==> src/rtl/hazard_pkg.sv <==
// Shared types and constants for the rv32im hazard controller.
package hazard_pkg;

  typedef enum logic [1:0] {
    RUN      = 2'd0,
    MDU_BUSY = 2'd1,
    MEM_WAIT = 2'd2
  } state_e;

  localparam int CNT_W       = 6;
  localparam int MUL_LAT_DEF = 2;
  localparam int DIV_LAT_DEF = 33;

  localparam logic [31:0] NOP_INSN = 32'h0000_0013;

endpackage

==> src/rtl/mdu_seq.sv <==
// MDU sequencer: start pulse, latency countdown and result-valid timing.
// A single-cycle op reports valid in the following RUN cycle; longer ops count down in MDU_BUSY.
module mdu_seq
  import hazard_pkg::*;
#(
  parameter int MUL_LAT = MUL_LAT_DEF,
  parameter int DIV_LAT = DIV_LAT_DEF
) (
  input  logic clk,
  input  logic reset,
  input  logic run_i,
  input  logic busy_i,
  input  logic ex_is_mul_i,
  input  logic ex_is_div_i,
  output logic start_o,
  output logic valid_o,
  output logic stall_o,
  output logic enter_busy_o,
  output logic leave_busy_o
);

  localparam logic [CNT_W-1:0] MUL_L = CNT_W'(MUL_LAT);
  localparam logic [CNT_W-1:0] DIV_L = CNT_W'(DIV_LAT);

  logic [CNT_W-1:0] cnt_q, cnt_d, lat;
  logic             valid1_q, valid1_d;
  logic             op, long_op, cnt_zero;

  always_comb begin
    lat          = ex_is_div_i ? DIV_L : MUL_L;
    op           = ex_is_mul_i | ex_is_div_i;
    long_op      = (lat != CNT_W'(1));
    cnt_zero     = (cnt_q == '0);
    // A pending single-cycle result blocks re-start while the finished op is still in EX.
    start_o      = run_i & op & ~valid1_q;
    enter_busy_o = start_o & long_op;
    leave_busy_o = busy_i & cnt_zero;
    valid_o      = (run_i & valid1_q) | leave_busy_o;
    stall_o      = start_o | (busy_i & ~cnt_zero);

    cnt_d    = cnt_q;
    valid1_d = valid1_q;
    if (enter_busy_o) begin
      cnt_d = lat - CNT_W'(1);
    end else if (busy_i && !cnt_zero) begin
      cnt_d = cnt_q - CNT_W'(1);
    end
    if (start_o && !long_op) begin
      valid1_d = 1'b1;
    end else if (run_i) begin
      valid1_d = 1'b0;
    end
  end

  always_ff @(posedge clk) begin
    if (reset) begin
      cnt_q    <= '0;
      valid1_q <= 1'b0;
    end else begin
      cnt_q    <= cnt_d;
      valid1_q <= valid1_d;
    end
  end

endmodule

==> src/rtl/hazard_ctrl.sv <==
// Pipeline hazard controller: memory-wait freeze, MDU sequencing, branch squash, load-use stall.
// Optional perf counters under HAZARD_PERF_CNT_EN; outputs are combinational, all 0 during reset.
module hazard_ctrl
  import hazard_pkg::*;
#(
  parameter int R       = 5,
  parameter int MUL_LAT = MUL_LAT_DEF,
  parameter int DIV_LAT = DIV_LAT_DEF
) (
  input  logic         clk,
  input  logic         reset,
  input  logic [R-1:0] dec_addr1,
  input  logic [R-1:0] dec_addr2,
  input  logic         dec_use_rs1,
  input  logic         dec_use_rs2,
  input  logic [R-1:0] ex_rd,
  input  logic         ex_is_load,
  input  logic         ex_is_mul,
  input  logic         ex_is_div,
  input  logic         ex_br_taken,
  input  logic         mem_req,
  input  logic         mem_ready,
  output logic         pc_stall,
  output logic         dec_stall,
  output logic         ex_stall,
  output logic         ex_bubble,
  output logic         dec_flush,
  output logic         mem_stall,
  output logic         mdu_start,
  output logic         mdu_valid
`ifdef HAZARD_PERF_CNT_EN
  ,
  output logic [31:0]  perf_ld_stall,
  output logic [31:0]  perf_mdu_stall,
  output logic [31:0]  perf_mem_stall
`endif
);

  state_e state_q, state_d, saved_q, saved_d, eff;
  logic   mem_wait, run, busy, mdu_op, hazard, br_flush, ld_use;
  logic   mdu_stall, enter_busy, leave_busy;

  mdu_seq #(
    .MUL_LAT (MUL_LAT),
    .DIV_LAT (DIV_LAT)
  ) u_mdu (
    .clk          (clk),
    .reset        (reset),
    .run_i        (run),
    .busy_i       (busy),
    .ex_is_mul_i  (ex_is_mul),
    .ex_is_div_i  (ex_is_div),
    .start_o      (mdu_start),
    .valid_o      (mdu_valid),
    .stall_o      (mdu_stall),
    .enter_busy_o (enter_busy),
    .leave_busy_o (leave_busy)
  );

  always_comb begin
    // On the release cycle of a memory wait the saved state acts as if never left.
    eff      = (state_q == MEM_WAIT) ? saved_q : state_q;
    mem_wait = !reset && ((state_q == MEM_WAIT) ? !mem_ready : (mem_req && !mem_ready));
    run      = !reset && !mem_wait && (eff == RUN);
    busy     = !reset && !mem_wait && (eff == MDU_BUSY);
    mdu_op   = ex_is_mul | ex_is_div;
    hazard   = ex_is_load && (ex_rd != '0) &&
               ((dec_use_rs1 && (dec_addr1 == ex_rd)) || (dec_use_rs2 && (dec_addr2 == ex_rd)));
    br_flush = run && !mdu_op && ex_br_taken;
    ld_use   = run && !mdu_op && !ex_br_taken && hazard;

    pc_stall  = mem_wait || mdu_stall || ld_use;
    dec_stall = mem_wait || mdu_stall || ld_use;
    ex_stall  = mem_wait || mdu_stall;
    ex_bubble = br_flush || ld_use;
    dec_flush = br_flush;
    mem_stall = mem_wait;

    state_d = eff;
    saved_d = saved_q;
    if (mem_wait) begin
      state_d = MEM_WAIT;
      saved_d = eff;
    end else if (enter_busy) begin
      state_d = MDU_BUSY;
    end else if (leave_busy) begin
      state_d = RUN;
    end
  end

  always_ff @(posedge clk) begin
    if (reset) begin
      state_q <= RUN;
      saved_q <= RUN;
    end else begin
      state_q <= state_d;
      saved_q <= saved_d;
    end
  end

`ifdef HAZARD_PERF_CNT_EN
  logic [31:0] perf_ld_q, perf_mdu_q, perf_mem_q;

  always_ff @(posedge clk) begin
    if (reset) begin
      perf_ld_q  <= '0;
      perf_mdu_q <= '0;
      perf_mem_q <= '0;
    end else begin
      perf_ld_q  <= perf_ld_q + 32'(ld_use);
      perf_mdu_q <= perf_mdu_q + 32'(mdu_stall);
      perf_mem_q <= perf_mem_q + 32'(mem_wait);
    end
  end

  assign perf_ld_stall  = perf_ld_q;
  assign perf_mdu_stall = perf_mdu_q;
  assign perf_mem_stall = perf_mem_q;
`endif

endmodule
==> config.mk <==
export PLATFORM = sky130hd
export DESIGN_NAME = hazard_ctrl
export DESIGN_NICKNAME = d
export VERILOG_FILES = /design/src/rtl/hazard_pkg.sv /design/src/rtl/mdu_seq.sv /design/src/rtl/hazard_ctrl.sv
export SDC_FILE = /design/constraint.sdc
export NUM_CORES = 1
export LEC_CHECK = 0
export BUFFER_PORTS_ARGS = -buffer_cell sky130_fd_sc_hd__buf_2
export CAP_MARGIN = 20
export CORE_ASPECT_RATIO = 0.7
export CORE_MARGIN = 10
export CORE_UTILIZATION = 40
export DETAILED_ROUTE_END_ITERATION = 12
export PLACE_DENSITY = 0.69
export SYNTH_ARGS = -nofsm -noshare
export SYNTH_HDL_FRONTEND = slang
export SYNTH_SLANG_ARGS = --single-unit
==> constraint.sdc <==
create_clock -name clk -period 2.85 [get_ports clk]
set_clock_uncertainty 0.15 [all_clocks]
set_input_delay 0 -clock clk [delete_from_list [all_inputs] [get_ports clk]]
set_output_delay 0 -clock clk [all_outputs]
set_load 0.01 [all_outputs]
Word level (Yosys, flattened, before mapping)
Index checks and enable logic that the tools add are counted.
Widths: inputs -> output; s select.
{ "totals": {"word_cells": 65, "input_bits": 25, "reg_bits": 11, "output_inout_bits": 8} }
{ "op_classes": {"eq_ne": 5, "n_reduce_logical": 32, "add_sub_neg": 2, "bitwise_logic": 11, "mux": 10} }
{ "ops": {"columns": ["operator", "count"], "rows": [
  ["$mux 6", 3],
  ["$logic_and 1x1->1", 15],
  ["$sub 6x1->6 const B", 2],
  ["$eq 5x5->1", 2],
  ["$mux 2", 4],
  ["$logic_not 1->1", 7],
  ["$and 1x1->1", 6],
  ["$logic_not 6->1", 1],
  ["$ne 6x1->1 const B", 1],
  ["$reduce_bool 5->1", 1],
  ["$logic_or 1x1->1", 4],
  ["$reduce_bool 2->1", 2],
  ["$mux 1", 3],
  ["$or 1x1->1", 3],
  ["$eq 2x1->1 const B", 1],
  ["$eq 2x2->1 const B", 1],
  ["$logic_not 2->1", 1],
  ["$not 1->1", 2],
  ["$reduce_or 2->1", 1]
]} }

Longest topological paths before layout
Gate-level depths: netlist (run 1).
{ "depth": {"ltp_word": 12, "mapped_depth": 7, "depth_no_buf": 6} }

Cells and area by module
Synthesis (run 1) repeated with hierarchy kept, for this count alone.
{ "hier_totals": {"cells_unflattened": 96, "area_unflattened_um2": 789.5} }
{ "by_module_without_submodules": {"columns": ["mod", "cells_each", "n_inst", "area_per_inst_um2"], "rows": [
  ["mdu_seq", 48, 1, 396.6],
  ["hazard_ctrl", 48, 1, 392.9]
]} }

Worst setup path after synthesis (run 1)
Ideal clock, no wire load.
{ "synth_timing": {"kind": "register to output", "from": "register state_q[0]", "to": "output pc_stall", "path_buffers": 1, "path_stages_with_launch": 6, "slack_ps": 905, "t_arrival_ps": 1795, "required_time_ps": 2700, "cell_sequence": "dfxtp_1 o21a_1 or3_1 or4_1 o21bai_1 buf_4"} }
{ "synth_between": {"elab_chain_cells": 11} }
{ "synth_rtl": {"columns": ["element", "line_no", "text"], "rows": [
  ["start, declared", "hazard_ctrl.sv:39", "state_e state_q, state_d, saved_q, saved_d, eff;"],
  ["start signal, assigned", "hazard_ctrl.sv:96", "state_q <= state_d;"],
  ["$eq 2x2->1", "hazard_ctrl.sv:62, hazard_ctrl.sv:63", null],
  ["$mux 1", "hazard_ctrl.sv:63", "mem_wait = !reset && ((state_q == MEM_WAIT) ? !mem_ready : (mem_req && !mem_ready));"],
  ["$logic_and 1x1->1", "hazard_ctrl.sv:63", null],
  ["$logic_not 1->1", "hazard_ctrl.sv:64, hazard_ctrl.sv:65", null],
  ["$logic_and 1x1->1", "hazard_ctrl.sv:64, hazard_ctrl.sv:65", null],
  ["$logic_and 1x1->1", "hazard_ctrl.sv:64", "run = !reset && !mem_wait && (eff == RUN);"],
  ["$and 1x1->1 (2 in a row)", "mdu_seq.sv:35", "start_o = run_i & op & ~valid1_q;"],
  ["$or 1x1->1", "mdu_seq.sv:39", "stall_o = start_o | (busy_i & ~cnt_zero);"],
  ["$logic_or 1x1->1", null, null],
  ["$logic_or 1x1->1 *", null, null],
  ["end, declared", "hazard_ctrl.sv:23", "output logic pc_stall,"]
]} }
Every way passes the cells marked *; elsewhere a longest branch is shown, timed or not.

Final worst setup path (run 1)
{ "layout_timing": {"from": "register state_q[1]", "to": "output pc_stall"} }
{ "layout_between": {"elab_chain_cells": 11} }
{ "layout_rtl": {"columns": ["element", "line_no", "text"], "rows": [
  ["$eq 2x2->1", "hazard_ctrl.sv:62, hazard_ctrl.sv:63", null],
  ["$mux 1", "hazard_ctrl.sv:63", null],
  ["$logic_and 1x1->1", "hazard_ctrl.sv:63", null],
  ["$logic_not 1->1", "hazard_ctrl.sv:64, hazard_ctrl.sv:65", null],
  ["$logic_and 1x1->1", "hazard_ctrl.sv:64, hazard_ctrl.sv:65", null],
  ["$logic_and 1x1->1", "hazard_ctrl.sv:64", null],
  ["$and 1x1->1 (2 in a row)", "mdu_seq.sv:35", null],
  ["$or 1x1->1", "mdu_seq.sv:39", null],
  ["$logic_or 1x1->1", "hazard_ctrl.sv:72", "pc_stall = mem_wait || mdu_stall || ld_use;"],
  ["$logic_or 1x1->1 *", "hazard_ctrl.sv:72", null]
]} }
Marks and branches as above.

==> results_dict.tcl, run 1 <==
set metrics [dict create \
    rsz0062_at_grt "no" \
    seq_area_frac_synth_pct 25.5 \
    grtUsageTotal_pct 11.6 \
    multiInputGateArea_sq_um 546 \
    max_freq_ghz 0.412 \
    p_int_mw 0.295 \
    setup_viol 0 \
    grt_max_degree 13 \
    hold_class "primary input to flop" \
    cp_data_arrival_time_ns 2.28 \
    final_common_cell "buf_2" \
    drive_above_1_share_pct 30.3 \
    yosys.area_share.simple_pct 23.6 \
    dieHeight_um 57.1 \
    drtIter0Drc 33 \
    nets 160 \
    port-buffer-count 32 \
    p_sw_mw 0.155 \
    clk_pin_slew_worst_paths_ns 0.07 \
    vias_per_cell 5.70 \
    area_growth_pct 30.3 \
    grt_pass1_wl_um 4040 \
    clk_latency_ns 0.27 \
    run_status "finished, final reports clean" \
    synth_flop_cell "dfxtp_1" \
    route.detailed.drc 0 \
    synth_edf_count 0 \
    fin_ws_ns 0.423 \
    cts_tree "done" \
    syn-cell-area_sq_um 785 \
    cp-start-kind "flop" \
    syn_inst 96 \
    tightest_slew_ns 0.573 \
    antenna_left 0 \
    seqCellArea_sq_um 200 \
    cts_buffer_depth 2 \
    path_cells "o21ba_1 > or3_1 > or4_1 > o21bai_1 > buf_2" \
    synth_compound_area_share_pct 29.0 \
    avgRoutedWirePerCell_um 15.3 \
    r2r_slack_ns 0.98 \
    hold_viol_final 0 \
    p_sw_share_pct 34.4 \
    synth-xor-area-share_pct 11.2 \
    grt_pass1_vias 887 \
    stdcell_count 154 \
    syn_area_per_cell_sq_um 8.17 \
    htreeDepth 1 \
    dpl_worst_slack_ns 0.749 \
    critPathSlowestCell "or4_1" \
    gp_congestion 0.811 \
    yosys_register_bits 10 \
    slew_violations 0 \
    die-area_sq_mm 0.00416 \
    worstPathMaxFanout 12 \
    ys_types 45 \
    cp.required_ns 2.70 \
    dieWidth_um 72.9 \
    seqPwrFrac_pct 36.1 \
    max_slew_margin_pct 61.6 \
    p_leak_nw 0.455 \
    core_area_sq_mm 0.00185 \
    ioPinCount 33 \
    start_util_pct 42.3 \
    fillers 180 \
    final_cell_mix "32 x buf_2, 10 x dfxtp_1, 8 x xor2_1" \
    syn-num-nets 123 \
    yosysWarnings 0 \
    cts_root_buffer "clkbuf_4" \
    synthArstFlopShare_pct 0 \
    power_frac_comb_pct 34.2 \
    cp_slowest_stage_delay_ns 0.57 \
    min_period_ns 2.43 \
    synth_top_family_by_area "compound AO/OA/AOI/OAI gates" \
    routed_wl_um 2360 \
    vias 878 \
    clockPowerShare_pct 29.7 \
    post-route-period-util_pct 85.2 \
    synth_fa_ha_area_share_pct 3.19 \
    numCtsBuffers 3 \
    num_rows 13 \
    placed_cells 147 \
    drtPass1Iterations 4 \
    synth.area.mux_share_pct 2.55 \
    tns_ns 0 \
    powerDensity_mw_per_mm2 439 \
    cts_sinks 10 \
    diodes 0 \
    critPathKind "flop to output port" \
    crit_path_end_kind "output port" \
    peakVddDrop_mv 0.349 \
    grt_antenna_before_repair 0 \
    drv_cap 0 \
    final_core_util_pct 55.1 \
    grt_overflow 0 \
    post_cts_buffers 0 \
    post-dp-hpwl_um 1860 \
]
## through the flow
step                      instance area (sq um)  total power, mW  hold WS [ns]
after floorplan                             785            0.263       -0.0818
after global placement                      956            0.311         0.149
after detailed placement                    956            0.313         0.147
after CTS                                  1020            0.449        0.0147
after global routing                       1020            0.483        0.0375
final                                      1020            0.449       0.00708
## cell type report
type / instances / share of cell area, %
sequential: 10 / 19.6
timing repair buffer: 35 / 18.6
inverter: 6 / 2.20
tap: 22 / 2.69
clock buffer: 4 / 3.55
multi-input combinational: 77 / 53.4
## state kept, by name (all words and copies together) (netlist names)
register     cells
saved_q          2
state_q          2
u_mdu.cnt_q      6
## cells by family (layout without fill, tap and decap cells)
kind of cell             count (synthesis)  in the layout
AO/OA/AOI/OAI                           32             32
AND/OR/NAND/NOR                         31             31
XOR/XNOR                                10             10
flip-flops                              10             10
buffers and inverters                    9             45
adder cells (fa/ha/maj)                  2              2
multiplexers                             2              2
## final timing paths
path / cells past startpoint / to / startpoint
setup / recovery: 5 / pc_stall / state_q[1]$_SDFF_PP0_
hold reg to reg: 1 / u_mdu.cnt_q[3]$_SDFFE_PP0P_ / u_mdu.cnt_q[3]$_SDFFE_PP0P_
hold / removal: 4 / state_q[1]$_SDFF_PP0_ / mem_req
setup reg to reg: 6 / u_mdu.cnt_q[1]$_SDFFE_PP0P_ / u_mdu.cnt_q[0]$_SDFFE_PP0P_
## critical path, delay by kind of cell (launching register included)
kind	cells	cell delay [ns]
buffers and inverters	1	0.16
AOI/OAI and AO/OA	2	0.41
DFF	1	0.37
and+or+nand+nor	2	1.07
## synth_stat cells, types with 2 or more instances
cell type | count | share of area [%]
o211ai_1 | 2 | 1.9
o21ai_1 | 2 | 1.3
ha_1 | 2 | 3.2
o21ai_0 | 2 | 1.3
nor3_2 | 2 | 2.6
nand3_1 | 4 | 2.6
a21oi_1 | 7 | 4.5
or3_1 | 3 | 2.4
nor2_1 | 7 | 3.3
inv_1 | 6 | 2.9
xor2_1 | 8 | 8.9
a21o_1 | 3 | 2.9
o21bai_1 | 2 | 1.9
dfxtp_1 | 10 | 26
mux2i_1 | 2 | 2.6
nor4_1 | 2 | 1.6
xnor2_1 | 2 | 2.2
nand2_1 | 2 | 0.96
or4_1 | 2 | 1.9
## timing repair
item                                    in CTS  in global routing
gates resized for setup                      0                  0
hold buffers                                 3                  0
hold endpoints to repair                     5                  0
endpoints found under the setup margin       0                  0
## per-layer routing
| metal | track usage (%) | routed length (um) | up-vias |
|---|---|---|---|
| met5 | 0 | 0 | - |
| met4 | 4.59 | 19 | 0 |
| met3 | 5.01 | 267 | 3 |
| met2 | 16.3 | 1000 | 40 |
| met1 | 15.1 | 1070 | 401 |
| li1 | - | - | 434 |
## power groups by stage
stage	Clock [mW]	Sequential (mW)	Combinational, mW
finish	0.133	0.162	0.153
CTS	0.134	0.162	0.152
global placement	0	0.165	0.146
global route	0.145	0.164	0.174
detailed placement	0	0.165	0.148
floorplan	0	0.163	0.101
No activity file was read; power rests on OpenSTA's default activity.
==> run 2: changes to the inputs <==
- CORE_ASPECT_RATIO: 0.7 -> default
- CORE_UTILIZATION: 40 -> 50
- PLACE_DENSITY: 0.69 -> 0.83
==> results_dict.tcl, run 2 (synthesis gave the netlist of run 1 again) <==
set metrics [dict create \
    vias_per_cell 5.81 \
    tightest_slew_ns 0.598 \
    die-area_sq_mm 0.00355 \
    route.detailed.drc 0 \
    dieWidth_um 59.6 \
    cts_buffer_depth 2 \
    port-buffer-count 32 \
    crit_path_end_kind "output port" \
    antenna_left 0 \
    post-route-period-util_pct 84.5 \
    reg2reg_depth 6 \
    diodes 0 \
    whs_ns 0.0278 \
    p_int_mw 0.294 \
    grt_antenna_before_repair 0 \
    power_frac_comb_pct 34.3 \
    post_cts_buffers 0 \
    p_leak_nw 0.457 \
    slew_violations 0 \
    nets 161 \
    cts_sinks 10 \
    vias 866 \
    clockPowerShare_pct 29.0 \
    regMostFlops "u_mdu.cnt_q" \
    routed_wl_um 2240 \
    endpoint "pc_stall" \
    powerDensity_mw_per_mm2 432 \
    core_area_sq_mm 0.00149 \
    grt_max_degree 13 \
    critPathKind "flop to output port" \
    run_status "finished, final reports clean" \
    drtIter0Drc 12 \
    grt_overflow 0 \
    tns_ns 0 \
    peakVddDrop_mv 0.381 \
    cts_tree "done" \
    p_sw_share_pct 33.4 \
    drv_cap 0 \
    cp_data_arrival_time_ns 2.26 \
    seqPwrFrac_pct 36.7 \
    final_cell_mix "32 x buf_2, 10 x dfxtp_1, 8 x xor2_1" \
    num_rows 14 \
    grt_pass1_vias 871 \
    fillers 132 \
    area_growth_pct 30.6 \
    post-dp-hpwl_um 1830 \
    clk_pin_slew_worst_paths_ns 0.07 \
    dieHeight_um 59.6 \
    r2r_end "u_mdu.cnt_q[1]$_SDFFE_PP0P_" \
    cts_resized 0 \
    final_common_cell "buf_2" \
    avgRoutedWirePerCell_um 15.0 \
    setup_viol 0 \
    drive_above_1_share_pct 30.1 \
    largest_reg_flops 6 \
    rsz0062_at_grt "no" \
    cp-start-kind "flop" \
    gp_congestion 0.808 \
    max_slew_margin_pct 59.8 \
    hold_class "primary input to flop" \
    top_regs "u_mdu.cnt_q x6, saved_q x2, state_q x2" \
    cts_root_buffer "clkbuf_4" \
    r2r_start "u_mdu.cnt_q[0]$_SDFFE_PP0P_" \
    start_util_pct 52.7 \
    grt_pass1_wl_um 3890 \
    hold_viol_final 0 \
    p_sw_mw 0.148 \
    htreeDepth 1 \
    worstPathMaxFanout 12 \
    clk_latency_ns 0.27 \
    drtPass1Iterations 4 \
    critPathLaunch "state_q[1]$_SDFF_PP0_" \
    cp.required_ns 2.70 \
    grtUsageTotal_pct 14.1 \
    holdBufCountCts 4 \
    max_freq_ghz 0.415 \
    numCtsBuffers 3 \
    ioPinCount 33 \
    min_period_ns 2.41 \
    r2r_slack_ns 0.95 \
]
[run 2: cell count changes in the layout (fill, tap and decap cells not counted), sizes merged]
| cell | delta |
|---|---|
| dlygate4sd3 | +1 |
[run 2: power groups by stage]
stage	Clock, mW	Combinational [mW]	Sequential, mW
floorplan	0	0.101	0.163
global placement	0	0.143	0.164
detailed placement	0	0.147	0.165
CTS	0.132	0.151	0.162
global route	0.142	0.171	0.164
finish	0.128	0.152	0.162
[run 2: worst min path at each step]
stage,start,to,slack (ns),depth (start not counted)
after floorplan,mem_ready,mem_stall,-0.08,1
after global placement,reset,state_q[1]$_SDFF_PP0_,0.14,2
after detailed placement,reset,state_q[1]$_SDFF_PP0_,0.14,2
after CTS,ex_is_mul,u_mdu.cnt_q[0]$_SDFFE_PP0P_,0.02,4
after global routing,ex_is_mul,u_mdu.cnt_q[0]$_SDFFE_PP0P_,0.07,4
final,ex_is_mul,u_mdu.cnt_q[0]$_SDFFE_PP0P_,0.03,4
[run 2: metrics by stage]
stage               setup WS [ns]  area, sq um  power (mW)  std cells  util [%]
floorplan                   0.905          785       0.263         96         -
global placement            0.822          948       0.307        141      63.7
detailed placement          0.769          948       0.312        141      63.7
CTS                         0.453         1020       0.445        149      68.8
global route                0.296         1020       0.478        149      68.8
finish                      0.441         1020       0.442        149      68.8
[run 2: layout make-up]
class                           count  area (sq um)  share of cell area (%)
Timing Repair Buffer               36           200                    19.5
Sequential cell                    10           200                    19.5
Tap cell                           16          20.0                    1.95
Multi-Input combinational cell     77           546                    53.2
Clock buffer                        4          36.3                    3.54
Inverter                            6          22.5                    2.20
[run 2: critical path, cell delays in order, from the launching register on]
cell	delay, ns
dfxtp_1	0.37
o21ba_1	0.24
or3_1	0.49
or4_1	0.55
o21bai_1	0.17
buf_2	0.16
[run 2: routing by layer]
layer | global-route usage (%) | vias up | routed length (um)
met2 | 23.2 | 18 | 1160
met5 | 0 | - | 0
met4 | 5.77 | 0 | 36
met1 | 15.5 | 404 | 942
li1 | - | 437 | -
met3 | 6.01 | 7 | 97
